--- config.mk ---
export PLATFORM = sky130hd
export DESIGN_NAME = param_counter
export DESIGN_NICKNAME = d
export VERILOG_FILES = /design/src/rtl/param_counter_pkg.sv /design/src/rtl/param_counter_prescaler.sv /design/src/rtl/param_counter.sv
export SDC_FILE = /design/constraint.sdc
export NUM_CORES = 1
export LEC_CHECK = 0
export BUFFER_PORTS_ARGS = -buffer_cell sky130_fd_sc_hd__buf_2
export CAP_MARGIN = 30
export CORE_AREA = 2 2 39 41
export DETAILED_ROUTE_END_ITERATION = 8
export DIE_AREA = 0 0 41 43
export SETUP_SLACK_MARGIN = 0.4
export SLEW_MARGIN = 20
export SYNTH_ARGS = -nofsm -noshare
export SYNTH_HDL_FRONTEND = slang
export SYNTH_SLANG_ARGS = --single-unit
--- constraint.sdc ---
create_clock -name clk -period 1.65 [get_ports clk]
set_clock_uncertainty 0.2 [all_clocks]
set_input_delay 0.2475 -clock clk [delete_from_list [all_inputs] [get_ports clk]]
set_output_delay 0.2475 -clock clk [all_outputs]
set_load 0.005 [all_outputs]
--- src/rtl/param_counter_pkg.sv ---
// Shared constants for the parameterised up/down counter: count direction
// encoding and bound-behaviour modes.
package param_counter_pkg;

  localparam logic DIR_UP   = 1'b1;
  localparam logic DIR_DOWN = 1'b0;

  localparam int MODE_WRAP = 0;
  localparam int MODE_SAT  = 1;

endpackage

--- src/rtl/param_counter_prescaler.sv ---
// Prescaler: emits a one-cycle step every PRESCALE enabled cycles.
// restart zeroes the phase; for PRESCALE=1 it is a plain wire from enable.
module counter_prescaler #(
  parameter int PRESCALE = 1
) (
  input  logic clk,
  input  logic reset,
  input  logic enable,
  input  logic restart,
  output logic step
);

  generate
    if (PRESCALE <= 1) begin : g_bypass
      logic unused_ctrl;
      assign unused_ctrl = clk ^ reset ^ restart;
      assign step = enable;
    end else begin : g_div
      localparam int PW = $clog2(PRESCALE);
      localparam logic [PW-1:0] LAST = PW'(PRESCALE - 1);

      logic [PW-1:0] phase;

      always_ff @(posedge clk or posedge reset) begin
        if (reset) begin
          phase <= '0;
        end else if (restart) begin
          phase <= '0;
        end else if (enable) begin
          phase <= (phase == LAST) ? '0 : phase + PW'(1);
        end
      end

      assign step = enable && (phase == LAST);
    end
  endgenerate

endmodule

--- src/rtl/param_counter.sv ---
// Parameterised up/down counter with prescaler, wrap or saturate at the
// bound, a one-cycle wrap pulse and a sticky overflow flag.
module param_counter
  import param_counter_pkg::*;
#(
  parameter int              WIDTH     = 4,
  parameter longint unsigned MAX_COUNT = (64'd1 << WIDTH) - 64'd1,
  parameter int              PRESCALE  = 1,
  parameter int              SATURATE  = MODE_WRAP
) (
  input  logic             clk,
  input  logic             reset,
  input  logic             enable,
  input  logic             up_down,
  input  logic             clear,
  input  logic             load,
  input  logic [WIDTH-1:0] load_value,
  output logic [WIDTH-1:0] counter_out,
  output logic             terminal,
  output logic             wrap_pulse,
  output logic             overflow_sticky
);

  localparam logic [WIDTH-1:0] MAX_C = WIDTH'(MAX_COUNT);

  logic restart;
  logic step;
  logic count_step;
  logic crossed;
  logic [WIDTH-1:0] next_count;

  // Clamp a loaded value into the legal count range.
  function automatic logic [WIDTH-1:0] clamp_load(input logic [WIDTH-1:0] value);
    return (value > MAX_C) ? MAX_C : value;
  endfunction

  // One count step; MSB of the result flags a bound crossing.
  function automatic logic [WIDTH:0] step_count(input logic [WIDTH-1:0] cur,
                                                input logic             dir);
    logic             hit;
    logic [WIDTH-1:0] nxt;
    hit = 1'b0;
    if (dir == DIR_UP) begin
      if (cur == MAX_C) begin
        hit = 1'b1;
        nxt = (SATURATE == MODE_SAT) ? cur : '0;
      end else begin
        nxt = cur + WIDTH'(1);
      end
    end else begin
      if (cur == '0) begin
        hit = 1'b1;
        nxt = (SATURATE == MODE_SAT) ? cur : MAX_C;
      end else begin
        nxt = cur - WIDTH'(1);
      end
    end
    return {hit, nxt};
  endfunction

  assign restart    = clear | load;
  assign count_step = step & ~restart;
  assign {crossed, next_count} = step_count(counter_out, up_down);

  counter_prescaler #(
    .PRESCALE(PRESCALE)
  ) u_prescaler (
    .clk     (clk),
    .reset   (reset),
    .enable  (enable),
    .restart (restart),
    .step    (step)
  );

  always_ff @(posedge clk or posedge reset) begin
    if (reset) begin
      counter_out     <= '0;
      wrap_pulse      <= 1'b0;
      overflow_sticky <= 1'b0;
    end else if (clear) begin
      counter_out     <= '0;
      wrap_pulse      <= 1'b0;
      overflow_sticky <= 1'b0;
    end else if (load) begin
      counter_out <= clamp_load(load_value);
      wrap_pulse  <= 1'b0;
    end else if (count_step) begin
      counter_out <= next_count;
      wrap_pulse  <= crossed && (SATURATE != MODE_SAT);
      if (crossed) begin
        overflow_sticky <= 1'b1;
      end
    end else begin
      wrap_pulse <= 1'b0;
    end
  end

  assign terminal = (up_down == DIR_UP) ? (counter_out == MAX_C)
                                        : (counter_out == '0);

endmodule
==> metrics.txt <==
YS warnings 0; slew at the pin closest to its max-slew limit 242 ps; most frequent cell after synthesis inv_1; DRT antenna net count 0; routed wire length 1450 um; CTS buffer count 3; Synth Area in Compound Gates 23.1%; CTS tree yes; Worst path depth 5; area of the multi-input gates 328 sq um; Synth top cells by count inv_1 (8), dfrtp_1 (6), nor2_1 (4); total track usage 19.0%; Cell variety after synth 26; clock-pin slew on the worst setup and hold paths 60 ps; hold crit path type primary input to flip-flop; fmax 552 MHz; final setup fails 5; Area Growth Syn to Fin 98.6%; Avg WL per Cell 13.6 um; RSZ-0062 raised after global routing true; fin crit period 1810 ps; Worst Hold Launch clear; vias 550; Synth async-reset ratio 100%; die area 1760 sq um; Die Wd 41 um; clk_lat worst skew 260 ps; vias in the first global route 546; Buf/Inv on CP 3; Row Count 14; number of vias per cell 5.14; CP top delay family flip-flops; Post-synth EDFFs 0; max_slew headroom 83.7%; # fillers 100; Post-Syn Instances 51; mux cell area share after synthesis 4.79%; sequential power share 30.5%; Power Internal 389 uW; Fin Setup TNS -566 ps; worst vdd ir 0.000341 V; Seq cells post-synth 6; CP Launch Type flip-flop; register area 154 sq um; Max Cap Violations 0; share of the synthesized area in the top cell type 33.8%; Critical Path AT 1360 ps; synth top area cells dfrtp_1 (34%), inv_1 (6.8%), ha_1 (5.6%); total power 562 uW; H-tree depth 1; Net Sw Frac 30.8%; initial DRC count 7; sequential-to-total area share from yosys stat 33.8%; crit-path cells inv_2, ha_4, inv_4, o41ai_4, buf_2; worst setup margin -160 ps; Post-Syn Area per Cell 8.71 sq um; final net count 104; crit-path max FO 3; status finished with violations; first-pass GRT wire length 2240 um; Psw 173 uW; power per cell area 637 nW/um^2; Mapped Nets 63; Root Buffer clkbuf_4; main flop type after synthesis dfrtp_1; Clock Path Buffers 2; failing checks setup timing; layout cell share with drive strength beyond 1 63.7%; hold slack 34.6 ps; largest family of logic cells by synthesized area compound AO/OA/AOI/OAI gates; Placer Congestion 0.794; Data required, critical path 1200 ps; die height 43 um; hold path cells 2; Worst R2R Path Depth 9; Worst Path Class, Setup flip-flop to output pin; Final Hold Viols 0; Clock Sinks 6; largest net degree at the start of global routing 9; Critical R2R Capture overflow_sticky; Clock Power Share 27.5%; grt ovf 0; crit end category output pin; area leader, netlist dfrtp_1; IO Count 17; WHS Endpoint counter_out[1]; Antenna diodes 0; Synth Area in Adders 5.63%; Logic pwr share 42.0%; Critical-path top delay cell dfrtp_2; Port-buffer cells 16; Syn Std Cell Area 444 sq um; Starting Density 32.1%; leakage power 0.419 nW; post-synthesis simple-gate area fraction 16.6%; Finished Cell Area 882 sq um; DRT Pass-1 Iters 4; fin util 63.7%; DRC errors left 0; Synth Area in XOR/XNOR 3.94%; Period Utilization, post-route 110%; Placed Area 621 sq um; Core Box Area 1380 sq um; Post-DP HPWL 944 um; worst reg2reg setup slack -130 ps; initial antenna violation count 0; reg2reg start counter_out[2]; slowest stage delay, CP 440 ps; fin. max-slew vios 0
## worst max path at each step
| stage | startpoint | endpoint |
|---|---|---|
| floorplan | counter_out[1] | counter_out[3] |
| global placement | counter_out[0] | counter_out[3] |
| detailed placement | counter_out[0] | counter_out[3] |
| CTS | counter_out[1] | terminal |
| global route | counter_out[1] | counter_out[0] |
| finish | counter_out[0] | terminal |
## cells by family (layout without fill, tap and decap cells)
group | after synthesis | in the layout
xor+xnor | 2 | 2
simple gates | 13 | 13
buf+inv | 11 | 51
fa+ha+maj | 2 | 2
mux | 2 | 2
compound gates | 15 | 15
flops | 6 | 6
## worst reg2reg max path: cells and delay by family (launching register included)
kind	cells	cell delay (ps)
flops	1	430
buf+inv	5	580
simple gates	2	200
compound gates	2	250
## flip-flops by register name, summed over array words and instances (netlist names)
signal,count
counter_out,4
overflow_sticky,1
wrap_pulse,1
## per-stage QoR
step / setup slack, ps / std cells
2_1_floorplan: 10.3 / 51
3_3_place_gp: 12.0 / 88
3_5_place_dp: -12.7 / 88
4_1_cts: -166 / 104
5_1_grt: -224 / 107
6_report: -160 / 107
## power by group through the flow
stage	sequential [mW]	clock [mW]	combinational [mW]
after floorplan	0.174	0	0.0850
after global placement	0.173	0	0.142
after detailed placement	0.174	0	0.143
after CTS	0.170	0.163	0.204
after global routing	0.172	0.164	0.257
final	0.171	0.155	0.236
## cells in the final DEF, fill, tap and decap left out
| cell | instances |
|---|---|
| nand2_2 | 1 |
| a32oi_1 | 1 |
| nand4b_1 | 1 |
| a21oi_1 | 2 |
| nand4_1 | 2 |
| o2111ai_1 | 1 |
| buf_4 | 11 |
| ha_4 | 2 |
| mux2i_1 | 1 |
| o41ai_2 | 1 |
| a221oi_2 | 1 |
| and3_4 | 1 |
| inv_2 | 2 |
| a21oi_2 | 1 |
| or4b_4 | 1 |
| clkbuf_4 | 3 |
| dlygate4sd3_1 | 1 |
| inv_1 | 5 |
| dfrtp_2 | 3 |
| or4b_1 | 1 |
| o21ai_1 | 1 |
| a31oi_4 | 1 |
| buf_6 | 15 |
| o21ai_0 | 2 |
| xnor2_1 | 1 |
| dfrtp_1 | 3 |
| o41ai_4 | 1 |
| mux2_2 | 1 |
| buf_2 | 12 |
| nand2_1 | 2 |
| xor2_1 | 1 |
| o21a_1 | 1 |
| clkbuf_1 | 1 |
| nor2_1 | 4 |
| a211oi_1 | 2 |
| inv_4 | 1 |
## layer usage
metal	global-route usage (%)	part of all wire, %	wire (um)
met1	20.5	41	592
met2	31.3	55	803
met3	2.62	2.5	37
met4	13.3	1.3	19
met5	0	0	0
## cell type report
type	instances	share of cell area, %
inverter	8	3.69
clock buffer	4	2.98
tap	16	2.27
timing repair buffer	39	36.5
multi-input combinational	34	37.2
sequential	6	17.4
## timing repair
item	4_1_cts	5_1_grt
setup buffers	11	3
endpoints found under the hold margin	6	0
gates resized for setup	17	10
hold buffers	1	0
pin swaps	6	6
endpoints found under the setup margin	11	11
Power figures use the tool's default switching activity.
